===== config.mk =====
export PLATFORM = sky130hd
export DESIGN_NAME = ibex_fetch_req_ctrl
export DESIGN_NICKNAME = d
export VERILOG_FILES = /design/src/rtl/ibex_fetch_req_ctrl_pkg.sv /design/src/rtl/ibex_fetch_req_ctrl.sv
export SDC_FILE = /design/constraint.sdc
export NUM_CORES = 1
export LEC_CHECK = 0
export ABC_CLOCK_PERIOD_IN_PS = 4200
export CORE_MARGIN = 5
export CORE_UTILIZATION = 43
export CTS_BUF_LIST = sky130_fd_sc_hd__clkbuf_4 sky130_fd_sc_hd__clkbuf_8 sky130_fd_sc_hd__clkbuf_16
export DETAILED_ROUTE_END_ITERATION = 10
export PLACE_DENSITY = 0.78
export SETUP_SLACK_MARGIN = 0.4
export SLEW_MARGIN = 30
export SYNTH_ARGS = -nofsm -noshare
export SYNTH_HDL_FRONTEND = slang
export SYNTH_SLANG_ARGS = --single-unit

===== constraint.sdc =====
create_clock -name clk_i -period 4.2 [get_ports clk_i]
set_input_delay 0.84 -clock clk_i [delete_from_list [all_inputs] [get_ports clk_i]]
set_output_delay 0.84 -clock clk_i [all_outputs]
set_load 0.05 [all_outputs]

===== src/rtl/ibex_fetch_req_ctrl_pkg.sv =====
// Shared types and helpers for the instruction-fetch request controller.
package ibex_fetch_req_ctrl_pkg;

   typedef enum logic {
      IDLE     = 1'b0,
      WAIT_GNT = 1'b1
   } fetch_req_state_e;

   function automatic logic [31:0] word_align(input logic [31:0] addr);
      return {addr[31:2], 2'b00};
   endfunction

endpackage


===== src/rtl/ibex_fetch_req_ctrl.sv =====
// Fetch request controller: issues word-aligned bus requests, tracks outstanding
// transactions, drops stale responses after a branch and feeds the fetch FIFO.
module ibex_fetch_req_ctrl
   import ibex_fetch_req_ctrl_pkg::*;
#(
   parameter int unsigned NUM_REQS = 2,
   parameter bit          ResetAll = 1'b0
) (
   input  logic                clk_i,
   input  logic                rst_i,
   input  logic                req_i,
   input  logic                branch_i,
   input  logic [31:0]         addr_i,
   input  logic [NUM_REQS-1:0] fifo_busy_i,
   output logic                fifo_clear_o,
   output logic                fifo_valid_o,
   output logic [31:0]         fifo_addr_o,
   output logic [31:0]         fifo_rdata_o,
   output logic                fifo_err_o,
   output logic                instr_req_o,
   input  logic                instr_gnt_i,
   output logic [31:0]         instr_addr_o,
   input  logic                instr_rvalid_i,
   input  logic [31:0]         instr_rdata_i,
   input  logic                instr_err_i,
   output logic                busy_o
);

   fetch_req_state_e    state_q, state_d;
   logic [NUM_REQS-1:0] out_q, out_d, disc_q, disc_d;
   logic [NUM_REQS-1:0] out_shift, disc_shift;
   logic [31:0]         fetch_addr_q, fetch_addr_d;
   logic [31:0]         stored_addr_q, stored_addr_d;
   logic [31:0]         branch_addr, req_addr;
   logic                disc_pend_q, disc_pend_d;
   logic [7:0]          out_cnt, busy_cnt, shift_cnt;
   logic                slot_free, fifo_room, new_req, gnt_acc, gnt_disc;

   assign branch_addr = word_align(addr_i);
   assign req_addr    = branch_i ? branch_addr : fetch_addr_q;

   // Occupancy of the tracker and of the FIFO upper entries
   always_comb begin
      out_cnt  = 8'd0;
      busy_cnt = 8'd0;
      for (int i = 0; i < NUM_REQS; i++) begin
         out_cnt  = out_cnt + {7'd0, out_q[i]};
         busy_cnt = busy_cnt + {7'd0, fifo_busy_i[i]};
      end
   end

   // A retiring response frees a slot in the same cycle; a branch clears the FIFO
   assign slot_free = ~out_q[NUM_REQS-1] | instr_rvalid_i;
   assign fifo_room = branch_i | ((out_cnt + busy_cnt) < 8'(NUM_REQS));
   assign new_req   = req_i & slot_free & fifo_room;
   assign gnt_acc   = instr_req_o & instr_gnt_i;

   // Request FSM: next state, bus request and fetch address
   always_comb begin
      state_d       = state_q;
      stored_addr_d = stored_addr_q;
      fetch_addr_d  = fetch_addr_q;
      disc_pend_d   = disc_pend_q;
      instr_req_o   = 1'b0;
      instr_addr_o  = fetch_addr_q;
      gnt_disc      = 1'b0;
      case (state_q)
         IDLE: begin
            instr_req_o  = new_req;
            instr_addr_o = req_addr;
            if (new_req && instr_gnt_i) begin
               fetch_addr_d = req_addr + 32'd4;
            end else begin
               fetch_addr_d = req_addr;
            end
            if (new_req && !instr_gnt_i) begin
               state_d       = WAIT_GNT;
               stored_addr_d = req_addr;
            end else begin
               state_d = IDLE;
            end
         end
         WAIT_GNT: begin
            // Bus rule: the pending request is held unchanged until granted
            instr_req_o  = 1'b1;
            instr_addr_o = stored_addr_q;
            gnt_disc     = disc_pend_q | branch_i;
            if (branch_i) begin
               fetch_addr_d = branch_addr;
            end else if (instr_gnt_i && !disc_pend_q) begin
               fetch_addr_d = fetch_addr_q + 32'd4;
            end else begin
               fetch_addr_d = fetch_addr_q;
            end
            if (instr_gnt_i) begin
               state_d     = IDLE;
               disc_pend_d = 1'b0;
            end else begin
               state_d     = WAIT_GNT;
               disc_pend_d = disc_pend_q | branch_i;
            end
         end
         default: begin
            state_d = IDLE;
         end
      endcase
   end

   // Outstanding tracker: retire at bit 0, append granted request above the rest
   always_comb begin
      if (instr_rvalid_i) begin
         out_shift  = out_q >> 1;
         disc_shift = disc_q >> 1;
      end else begin
         out_shift  = out_q;
         disc_shift = disc_q;
      end
      shift_cnt = 8'd0;
      for (int i = 0; i < NUM_REQS; i++) begin
         shift_cnt = shift_cnt + {7'd0, out_shift[i]};
      end
      out_d = out_shift;
      if (branch_i) begin
         disc_d = disc_shift | out_shift;
      end else begin
         disc_d = disc_shift;
      end
      for (int i = 0; i < NUM_REQS; i++) begin
         if (gnt_acc && (shift_cnt == 8'(i))) begin
            out_d[i]  = 1'b1;
            disc_d[i] = gnt_disc;
         end else begin
            out_d[i]  = out_d[i];
            disc_d[i] = disc_d[i];
         end
      end
   end

   // Control state register
   always_ff @(posedge clk_i or posedge rst_i) begin
      if (rst_i) begin
         state_q     <= IDLE;
         out_q       <= '0;
         disc_q      <= '0;
         disc_pend_q <= 1'b0;
      end else begin
         state_q     <= state_d;
         out_q       <= out_d;
         disc_q      <= disc_d;
         disc_pend_q <= disc_pend_d;
      end
   end

   generate
      if (ResetAll) begin : g_addr_rst
         // Address datapath with reset
         always_ff @(posedge clk_i or posedge rst_i) begin
            if (rst_i) begin
               fetch_addr_q  <= 32'd0;
               stored_addr_q <= 32'd0;
            end else begin
               fetch_addr_q  <= fetch_addr_d;
               stored_addr_q <= stored_addr_d;
            end
         end
      end else begin : g_addr_nrst
         // Address datapath without reset
         always_ff @(posedge clk_i) begin
            fetch_addr_q  <= fetch_addr_d;
            stored_addr_q <= stored_addr_d;
         end
      end
   endgenerate

   assign fifo_valid_o = instr_rvalid_i & ~disc_q[0] & ~branch_i;
   assign fifo_rdata_o = instr_rdata_i;
   assign fifo_err_o   = instr_err_i;
   assign fifo_clear_o = branch_i;
   assign fifo_addr_o  = addr_i;
   assign busy_o       = (|out_q) | (state_q == WAIT_GNT);

endmodule


==> metrics.csv, run 1 <==
metric;value;unit
outcome;finished clean;
synthDominantCellAreaShare;0.356;
ff_latch_area;2070;µm²
timing.max_slew.rel_slack;0.435;
power.density_cell_area;508;nW/µm²
cts_resized;0;
synth_enable_flop_cells;64;
setup_tns;0;ps
layout_worst_path_cycle_share;0.835;
critPathRequiredTime;3360;ps
tritoncts;yes;
fp.coreArea;12500;µm²
grt_use_total;0.186;
max-vdd-ir-drop;0.221;mV
critical_path.top_delay_family;buffers and inverters;
asyncSetResetFlopFracSynth;0.0857;
die_area;14900;µm²
critPathMaxStageDelay;550;ps
leakage;2.52;nW
timing.fmax;0.285;GHz
synth_seq_cells;70;
clkSlewWorstSetupHoldPaths;50;ps
finalMaxSlewViolations;0;
cts_made_buffers;9;
dp.cells;724;
antenna_found_initial;0;
gp_congestion;0.872;
die_width;122;µm
synth-seq-area-share;0.384;
finalWorstPathRequiredPeriod;3510;ps
postPlaceCellArea;6400;µm²
htree_num_levels;3;
cts.path.max_buffers;2;
routed-wl-met2;6840;µm
filler_cell_count;1073;
detailed_route_drc_error_count;0;
first_global_vias;4272;
timing.max_cap.violations;0;
synth.area.top_cells;sky130_fd_sc_hd__edfxtp_1 36%, sky130_fd_sc_hd__mux2_2 11%, sky130_fd_sc_hd__buf_4 9.3%, sky130_fd_sc_hd__mux2i_1 3.9%, sky130_fd_sc_hd__xnor2_1 3.7%;
ys_top_cells_by_count;67 x sky130_fd_sc_hd__buf_4, 64 x sky130_fd_sc_hd__edfxtp_1, 51 x sky130_fd_sc_hd__mux2_2;
floorplan.rows;41;
cp.depth;6;
yosysWarningCount;0;
worst_margin_pin_slew;848;ps
via_per_inst;5.76;
place.port_buffers;103;
worst_r2r_path_depth;7;
setup_viol_count_final;0;
route.met3.wl;1020;µm
synth_cell_types;59;
timing.setup.critical_path_class;input port to output pin;
crit_path_cell_trace;clkdlybuf4s50_1 -> fa_1 -> a21oi_1 -> o211ai_1 -> nand2_1 -> buf_12;
route.vias.total;4265;
arrival;2670;ps
cts.hold.buffers_added;0;
hpwlAfterDp;10100;µm
floorplan.initialDensity;0.433;
rsz0062_at_grt;false;
chipHeight;122;µm
worstSkewPairLatency;340;ps
tritoncts_num_sinks;70;
multi_input_area;2640;µm²
synth.cell_area;5400;µm²
ys_dominant_reg_cell;sky130_fd_sc_hd__edfxtp_1;
critPathBufInv;2;
fin_skew;11.1;ps
syn-num-nets;610;
final_cell_area;6720;µm²
cts_setup_buffers;0;
post_synth.cell_area_avg;10.1;µm²
pin_count_of_the_biggest_net_entering_global_routing;35;
area_delta_synth_final;24.4;%
min_path_type;register to register;
drt_met1_wl;5920;µm
grt_first_pass_wirelength;22100;µm
drt-pass1-iter-count;5;
slowest_stage;sky130_fd_sc_hd__fa_1;
report.final.hold_viol_count;0;
yosysTopAreaCell;sky130_fd_sc_hd__edfxtp_1;
final_net_count;640;
whs_path_depth;2;
cp-end-kind;output pin;
synthesis.instances;533;
worstSetupStartpointType;input port;
n_antenna_cell;0;
root_buffer;sky130_fd_sc_hd__clkbuf_16;
layoutNonFillerInstCount;740;
topRoutingLayerUsed;met4;
worstPathMaxFanout;3;
io_pins;174;
ant_nets;0;
synth_most_common_cell;sky130_fd_sc_hd__buf_4;
postRouteWirelength;14000;µm
fin_hold_ws;564;ps
overflow;0;
detail_route.wl_per_cell;19.0;µm
layout_cells_sized_above_1;0.222;
starting_drc_count_in_detailed_routing;312;
[worst register-to-register path, cell delays in order (launching register included)]
cell and delay (ps):
sky130_fd_sc_hd__dfrtp_1 440, sky130_fd_sc_hd__fa_1 450, sky130_fd_sc_hd__a21oi_1 260, sky130_fd_sc_hd__o2111a_1 520, sky130_fd_sc_hd__nand3_2 310, sky130_fd_sc_hd__nor3_1 320
sky130_fd_sc_hd__xor2_1 100, sky130_fd_sc_hd__mux2_2 280
[layer usage]
layer,vias up,GRT usage
met5,-,0
met3,22,0.0390
met2,190,0.301
met1,2088,0.245
met4,0,0.0714
li1,1965,-
[cells by family (layout without fill, tap and decap cells)]
group / after synthesis / after routing / synth area share
AOI/OAI and AO/OA: 91 / 91 / 0.113
DFF: 70 / 70 / 0.384
buffers and inverters: 110 / 145 / 0.130
muxes: 72 / 72 / 0.145
xor gates and xnor gates: 32 / 32 / 0.0519
adders and majority gates: 4 / 4 / 0.0107
and+or+nand+nor: 154 / 154 / 0.165
[per-stage QoR]
| step | setup WS (ps) | power, W | util |
|---|---|---|---|
| after floorplan | 426 | 0.00209 | - |
| after global placement | 538 | 0.00254 | 0.513 |
| after detailed placement | 419 | 0.00259 | 0.513 |
| after CTS | 688 | 0.00342 | 0.539 |
| after global routing | 582 | 0.00356 | 0.539 |
| final | 694 | 0.00342 | 0.539 |
[path summary, 6_finish.rpt]
check / from / endpoint / slack (ps)
hold / removal: disc_pend_q$_DFFE_PP0P_ / disc_pend_q$_DFFE_PP0P_ / 560
hold reg to reg: disc_pend_q$_DFFE_PP0P_ / disc_pend_q$_DFFE_PP0P_ / 560
max in group asynchronous: rst_i / state_q$_DFF_PP0_ / 3270
setup / recovery: fifo_busy_i[0] / instr_req_o / 690
min in group asynchronous: rst_i / out_q[0]$_DFF_PP0_ / 730
setup reg to reg: out_q[1]$_DFF_PP0_ / fetch_addr_q[30]$_DFFE_PP_ / 1290
[power breakdown]
group / switching [W] / internal, W
combinational: 0.000843 / 0.000639
sequential: 0.000147 / 0.000956
clock: 0.000304 / 0.000526
total: 0.00129 / 0.00212
[layout by cell type, fill, tap and decap left out, types with 3 or more instances in the layout]
cell type,Yosys,routed
sky130_fd_sc_hd__clkdlybuf4s50_1,0,69
sky130_fd_sc_hd__edfxtp_1,64,64
sky130_fd_sc_hd__mux2_2,51,51
sky130_fd_sc_hd__nand2_1,43,43
sky130_fd_sc_hd__buf_12,1,32
sky130_fd_sc_hd__xnor2_1,23,23
sky130_fd_sc_hd__mux2i_1,21,21
sky130_fd_sc_hd__o21ai_0,21,21
sky130_fd_sc_hd__nand3_1,19,19
sky130_fd_sc_hd__a21oi_1,18,18
sky130_fd_sc_hd__nor2_1,16,16
sky130_fd_sc_hd__inv_1,15,15
sky130_fd_sc_hd__nor3_1,16,15
sky130_fd_sc_hd__and3_1,14,14
sky130_fd_sc_hd__o211ai_1,10,10
sky130_fd_sc_hd__buf_4,67,10
sky130_fd_sc_hd__xor2_1,9,9
sky130_fd_sc_hd__clkbuf_16,0,9
sky130_fd_sc_hd__a31oi_1,7,7
sky130_fd_sc_hd__nand4_1,7,7
sky130_fd_sc_hd__o21ai_1,6,6
sky130_fd_sc_hd__dfrtp_1,6,6
sky130_fd_sc_hd__nand2b_1,4,4
sky130_fd_sc_hd__and2_1,4,4
sky130_fd_sc_hd__a21o_1,4,4
sky130_fd_sc_hd__o22ai_1,4,4
sky130_fd_sc_hd__a41o_1,4,4
sky130_fd_sc_hd__nor3b_1,4,4
sky130_fd_sc_hd__or3_1,4,4
sky130_fd_sc_hd__clkinv_1,2,3
sky130_fd_sc_hd__and4_1,3,3
sky130_fd_sc_hd__o2111a_1,3,3
sky130_fd_sc_hd__nor4_1,3,3
sky130_fd_sc_hd__ha_1,3,3
[flip-flops by register name, indices dropped and copies added (netlist names)]
signal and flops:
stored_addr_q 32, out_q 2, disc_q 2, state_q 1
disc_pend_q 1, fetch_addr_q 32
[layout make-up]
cell class	count	share of cell area
Multi-Input combinational cell	353	0.393
Sequential cell	70	0.308
Timing Repair Buffer	112	0.210
Clock buffer	10	0.0346
Inverter	17	0.00950
Tap cell	172	0.0320
Clock inverter	6	0.0128
No activity file was read; power rests on OpenSTA's default activity.
==> run 2: changes to the inputs <==
--- a/config.mk
+++ b/config.mk
@@ -5,9 +5,9 @@
 export SDC_FILE = /design/constraint.sdc
 export NUM_CORES = 1
 export LEC_CHECK = 0
-export ABC_CLOCK_PERIOD_IN_PS = 4200
+export ABC_CLOCK_PERIOD_IN_PS = 3700
 export CORE_MARGIN = 5
-export CORE_UTILIZATION = 43
+export CORE_UTILIZATION = 45
 export CTS_BUF_LIST = sky130_fd_sc_hd__clkbuf_4 sky130_fd_sc_hd__clkbuf_8 sky130_fd_sc_hd__clkbuf_16
 export DETAILED_ROUTE_END_ITERATION = 10
 export PLACE_DENSITY = 0.78
==> constraint.sdc (replaced) <==
create_clock -name clk_i -period 3.7 [get_ports clk_i]
set_input_delay 0.74 -clock clk_i [delete_from_list [all_inputs] [get_ports clk_i]]
set_output_delay 0.74 -clock clk_i [all_outputs]
set_load 0.05 [all_outputs]
==> run 2 against run 1 <==
  * Sequential share of layout area grew 0.23 points
  * Worst setup slack worse by 170 ps
  * Critical path type unchanged
  * Critical endpoint is now fifo_valid_o
  * Sequential cell count unchanged
  * Cell count down 3.0%
==> metrics.csv, run 2 (synthesis results as in run 1) <==
metric;value;unit;change
outcome;finished clean;;
timing.max_cap.violations;0;;unchanged
worst_margin_pin_slew;732;ps;-116 ps
critPathMaxStageDelay;840;ps;+290 ps
setup_tns;0;ps;unchanged
finalWorstPathRequiredPeriod;3170;ps;
largestRegisters;fetch_addr_q (32), stored_addr_q (32);;
critPathRequiredTime;2960;ps;-400 ps
cell_repeated_most_along_the_worst_path;sky130_fd_sc_hd__clkdlybuf4s50_1;;
starting_drc_count_in_detailed_routing;202;;-35%
first_global_vias;4274;;+0.047%
floorplan.initialDensity;0.455;;+0.0221
cts_made_buffers;9;;unchanged
slowest_stage;sky130_fd_sc_hd__clkdlybuf4s50_1;;
worstSetupStartpointType;input port;;
drt-pass1-iter-count;5;;unchanged
worstSkewPairLatency;340;ps;about the same
route.vias.total;4228;;-0.87%
fin_skew;8.59;ps;-2.50 ps
postRouteWirelength;13500;µm;-3.5%
rsz0062_at_grt;false;;
grt_use_total;0.189;;+0.00265
floorplan.rows;40;;-2.4%
overflow;0;;unchanged
power.density_cell_area;559;nW/µm²;+10%
min_path_type;register to register;;
via_per_inst;5.89;;+2.2%
pin_count_of_the_biggest_net_entering_global_routing;36;;+2.9%
grt_first_pass_wirelength;21900;µm;-0.94%
cts.hold.buffers_added;0;;unchanged
arrival;2430;ps;-240 ps
report.final.hold_viol_count;0;;unchanged
timing.setup.critical_path_class;input port to output pin;;
final_net_count;643;;+0.47%
max-vdd-ir-drop;0.265;mV;+20%
hpwlAfterDp;9780;µm;-3.1%
place.port_buffers;103;;unchanged
crit_path_cell_trace;clkdlybuf4s50_1 -> inv_1 -> nor3_2 -> clkdlybuf4s50_1;;
detail_route.wl_per_cell;18.9;µm;-0.52%
finalMaxSlewViolations;0;;unchanged
tritoncts;yes;;
die_area;14300;µm²;-4.1%
tritoncts_num_sinks;70;;unchanged
pre_cts_setup_slack;240;ps;-179 ps
layout_worst_path_cycle_share;0.858;;
io_pins;174;;unchanged
die_width;120;µm;-2.1%
htree_num_levels;3;;unchanged
leading_cell_type_in_the_layout_fill_and_taps_excluded;sky130_fd_sc_hd__clkdlybuf4s50_1;;
final_cell_mix;69 x sky130_fd_sc_hd__clkdlybuf4s50_1, 64 x sky130_fd_sc_hd__edfxtp_1, 51 x sky130_fd_sc_hd__mux2_2;;
cts.path.max_buffers;2;;unchanged
chipHeight;120;µm;-2.1%
root_buffer;sky130_fd_sc_hd__clkbuf_16;;
timing.fmax;0.315;GHz;
leakage;2.52;nW;about the same
n_antenna_cell;0;;unchanged
clkSlewWorstSetupHoldPaths;50;ps;about the same
ant_nets;0;;unchanged
final.setup.worst_slack;527;ps;-167 ps
worstPathMaxFanout;5;;+2
gp_congestion;0.888;;+1.8%
cp-end-kind;output pin;;
setup_viol_count_final;0;;unchanged
area_delta_synth_final;23.5;%;
timing.max_slew.rel_slack;0.508;;+0.0734
layout_cells_sized_above_1;0.229;;+0.00759
fp.coreArea;11900;µm²;-4.8%
antenna_found_initial;0;;unchanged
detailed_route_drc_error_count;0;;unchanged
[run 2: changes by cell type in the layout (fill, tap and decap cells not counted), moves of 2 or more]
cell,change
sky130_fd_sc_hd__buf_4,+4
sky130_fd_sc_hd__clkinv_4,-2
sky130_fd_sc_hd__bufinv_16,-2
sky130_fd_sc_hd__clkbuf_4,+3
sky130_fd_sc_hd__clkinv_2,+2
[run 2: where the power goes]
group	total (W)	switching, W	internal (W)
Clock	0.000796	0.000316	0.000480
Combinational	0.00169	0.000963	0.000731
Sequential	0.00124	0.000154	0.00109
[run 2: layout make-up]
class	instances	area, µm²
Sequential cell	70	2070
Clock inverter	3	15.0
Fill cell	977	5190
Multi-Input combinational cell	353	2640
Clock buffer	13	255
Tap cell	147	184
Timing Repair Buffer	115	1440
Inverter	17	63.8
[run 2: worst paths after layout]
kind / from / endpoint / slack, ps / cells past startpoint
setup reg to reg: out_q[1]$_DFF_PP0_ / fetch_addr_q[31]$_DFFE_PP_ / 1010 / 7
hold / removal: disc_pend_q$_DFFE_PP0P_ / disc_pend_q$_DFFE_PP0P_ / 560 / 2
hold reg to reg: disc_pend_q$_DFFE_PP0P_ / disc_pend_q$_DFFE_PP0P_ / 560 / 2
max in group asynchronous: rst_i / out_q[1]$_DFF_PP0_ / 2860 / 2
min in group asynchronous: rst_i / state_q$_DFF_PP0_ / 640 / 2
setup / recovery: instr_rvalid_i / fifo_valid_o / 530 / 4
[run 2: layer usage]
metal,global-route usage,vias up,wire length [µm]
met5,0,-,0
met3,0.0358,22,921
met1,0.243,2054,5730
li1,-,1977,-
met2,0.311,175,6630
met4,0.0795,0,255
[run 2: repair_timing]
action	CTS	global route
resized for setup	1	0
setup buffers	1	0
setup endpoints to repair	2	0
[run 2: metrics by stage]
stage                     utilization  hold WS, ps  instance area [µm²]  instances  power (W)
after floorplan                     -          509                 5410        533    0.00237
after global placement          0.539          533                 6390        701    0.00289
after detailed placement        0.539          543                 6390        701    0.00294
after CTS                       0.562          555                 6670        718    0.00375
after global routing            0.562          593                 6670        718    0.00390
final                           0.562          559                 6670        718    0.00373
[run 2: critical path: cells and delay by family]
kind,cells,cell delay [ps]
AND/OR/NAND/NOR,1,170
buffers and inverters,3,1520
==> run 3: changes to the inputs <==
--- a/config.mk
+++ b/config.mk
@@ -5,9 +5,9 @@
 export SDC_FILE = /design/constraint.sdc
 export NUM_CORES = 1
 export LEC_CHECK = 0
-export ABC_CLOCK_PERIOD_IN_PS = 3700
+export ABC_CLOCK_PERIOD_IN_PS = 2800
 export CORE_MARGIN = 5
-export CORE_UTILIZATION = 45
+export CORE_UTILIZATION = 43
 export CTS_BUF_LIST = sky130_fd_sc_hd__clkbuf_4 sky130_fd_sc_hd__clkbuf_8 sky130_fd_sc_hd__clkbuf_16
 export DETAILED_ROUTE_END_ITERATION = 10
 export PLACE_DENSITY = 0.78
==> constraint.sdc (replaced) <==
create_clock -name clk_i -period 2.8 [get_ports clk_i]
set_input_delay 0.56 -clock clk_i [delete_from_list [all_inputs] [get_ports clk_i]]
set_output_delay 0.56 -clock clk_i [all_outputs]
set_load 0.05 [all_outputs]
==> run 3 against run 2 <==
  * Sequential cell count is the same
  * Largest power group unchanged
  * Total power grew 46%
  * Critical path depth grew 2
  * Critical endpoint is now instr_req_o
  * Register-to-register slack lost 620 ps
  * Sequential share of layout area shrank 4.0 points
  * Combinational power grew 56%
  * Clock skew is essentially flat
  * Via count grew 11%
  * Hold slack lost 120 ps
  * First-iteration DRC count grew 95%
==> metrics.csv, run 3 (synthesis results as in run 1) <==
metric;value;unit;change
pre_cts_setup_slack;-259;ps;-499 ps
setup_viol_count_final;0;;unchanged
rrSetupSlack;390;ps;-620 ps
area_delta_synth_final;41.8;%;
detailed_route_drc_error_count;0;;unchanged
layout_cells_sized_above_1;0.424;;+0.194
timing.max_cap.violations;0;;unchanged
postPlaceCellArea;6920;µm²;+8.2%
timing.fmax;0.393;GHz;
cp-end-kind;output pin;;
cts_made_buffers;9;;unchanged
critPathRequiredTime;2240;ps;-720 ps
final.setup.worst_slack;254;ps;-273 ps
sw_frac_of_total;0.382;;-0.00164
leading_cell_type_in_the_layout_fill_and_taps_excluded;sky130_fd_sc_hd__buf_4;;
chipHeight;122;µm;+2.1%
clock_power_share;0.211;;-0.002
r2r-start;out_q[1]$_DFF_PP0_;;
cell_internal_pwr;0.00335;W;+46%
floorplan.rows;41;;+2.5%
report.final.hold_viol_count;0;;unchanged
leakage;3.15;nW;+25%
drt-pass1-iter-count;5;;unchanged
final_cell_area;7660;µm²;+15%
timing.max_slew.rel_slack;0.614;;+0.105
postRouteWirelength;15500;µm;+15%
arrival;1990;ps;-440 ps
n_antenna_cell;0;;unchanged
combinationalPowerShare;0.487;;+0.033
final_cell_mix;117 x sky130_fd_sc_hd__buf_4, 64 x sky130_fd_sc_hd__edfxtp_1, 41 x sky130_fd_sc_hd__nand2_1;;
pin_count_of_the_biggest_net_entering_global_routing;50;;+39%
critPathMaxStageDelay;500;ps;-340 ps
layout_worst_path_cycle_share;0.909;;
tritoncts;yes;;
place.port_buffers;103;;unchanged
worst_margin_pin_slew;580;ps;-152 ps
outcome;finished clean;;
worst_r2r_path_depth;9;;+2
floorplan.initialDensity;0.433;;-0.0221
route.vias.total;4714;;+11%
worstSkewPairLatency;340;ps;about the same
die_area;14900;µm²;+4.3%
detail_route.wl_per_cell;18.8;µm;-0.25%
r2r_end;fetch_addr_q[4]$_DFFE_PP_;;
starting_drc_count_in_detailed_routing;394;;+95%
antenna_found_initial;0;;unchanged
tritoncts_num_sinks;70;;unchanged
rsz0062_at_grt;true;;
p_seq_frac;0.303;;-0.030
die_width;122;µm;+2.1%
worstPathMaxFanout;2;;-3
fp.coreArea;12500;µm²;+5.1%
worstSetupStartpointType;register;;
hpwlAfterDp;10500;µm;+7.5%
grt_use_total;0.199;;+0.0100
power.net_switching;0.00208;W;+45%
slowest_stage;sky130_fd_sc_hd__fa_1;;
final_net_count;726;;+13%
clkSlewWorstSetupHoldPaths;60;ps;about the same
grt_first_pass_wirelength;23600;µm;+7.4%
io_pins;174;;unchanged
gp_congestion;0.942;;+6.0%
max-vdd-ir-drop;0.388;mV;+46%
power.density_cell_area;709;nW/µm²;+27%
overflow;0;;unchanged
fin_skew;8.28;ps;-0.305 ps
largestRegisters;fetch_addr_q (32), stored_addr_q (32);;
htree_num_levels;3;;unchanged
timing.setup.critical_path_class;register to output pin;;
cts.hold.buffers_added;0;;unchanged
crit_path_cell_trace;fa_1 -> a21oi_2 -> buf_4 -> o211ai_1 -> nand2_1 -> buf_12;;
cts.path.max_buffers;2;;unchanged
min_path_type;input port to asynchronous set/reset pin;;
finalMaxSlewViolations;0;;unchanged
finalWorstPathRequiredPeriod;2550;ps;
via_per_inst;5.71;;-3.1%
root_buffer;sky130_fd_sc_hd__clkbuf_16;;
first_global_vias;4685;;+9.6%
ant_nets;0;;unchanged
==> run 3: cell types whose count changed in the layout (fill, tap and decap cells not counted), sizes merged <==
cell	before	now
bufinv	0	1
buf	46	159
inv	15	16
clkdlybuf4s50	69	20
dlymetal6s2s	0	7
clkinv	5	4
nand3	21	23
dlygate4sd2	0	7
nand4	11	12
clkbuf	13	12
clkinvlp	0	2
==> run 3: metal layers <==
layer	part of all wire	routed length, µm	global-route usage	up-vias
met5	0	0	0	-
met3	0.079	1230	0.0413	41
met1	0.41	6380	0.248	2265
met4	0.029	446	0.0840	0
li1	-	-	-	2152
met2	0.48	7470	0.334	256
==> run 3: cell type report <==
| cell class | count | area, µm² |
|---|---|---|
| clock buffer | 10 | 233 |
| clock inverter | 6 | 62.6 |
| fill | 953 | 4810 |
| inverter | 17 | 68.8 |
| multi-input combinational | 356 | 2940 |
| sequential | 70 | 2070 |
| tap | 172 | 215 |
| timing repair buffer | 195 | 2060 |
==> run 3: repair_timing <==
action,CTS,global route
pin swaps,6,11
setup endpoints to repair,90,48
resized for setup,40,31
gates cloned,1,4
buffers inserted,8,9
==> run 3: worst max-delay path, delay by kind of cell (launching register included) <==
family,cells,cell delay [ps]
flip-flops,1,410
buffers and inverters,2,310
adder cells (fa/ha/maj),1,500
AO/OA/AOI/OAI,2,280
AND/OR/NAND/NOR,1,150
==> run 3: worst max path at each step <==
stage,startpoint,to,slack [ps]
5_1_grt,out_q[1]$_DFF_PP0_,instr_req_o,180
6_report,out_q[1]$_DFF_PP0_,instr_req_o,250
4_1_cts,out_q[1]$_DFF_PP0_,instr_req_o,270
3_3_place_gp,fifo_busy_i[0],fetch_addr_q[31]$_DFFE_PP_,-220
3_5_place_dp,fifo_busy_i[0],fetch_addr_q[31]$_DFFE_PP_,-260
2_1_floorplan,branch_i,fetch_addr_q[30]$_DFFE_PP_,160
==> run 3: power groups by stage <==
stage	combinational [W]	clock, W	sequential (W)
global route	0.00278	0.00121	0.00167
global placement	0.00241	0	0.00163
CTS	0.00256	0.00116	0.00163
floorplan	0.00161	0	0.00158
finish	0.00264	0.00114	0.00164
detailed placement	0.00246	0	0.00165
==> run 3: stage by stage <==
| step | setup TNS [ps] | utilization | hold slack (ps) | std cells | total power [W] |
|---|---|---|---|---|---|
| floorplan | 0 | - | 351 | 533 | 0.00320 |
| global placement | -3290 | 0.555 | 541 | 788 | 0.00404 |
| detailed placement | -4400 | 0.555 | 577 | 788 | 0.00411 |
| CTS | 0 | 0.592 | 437 | 813 | 0.00535 |
| global route | 0 | 0.614 | 474 | 826 | 0.00565 |
| finish | 0 | 0.614 | 440 | 826 | 0.00543 |
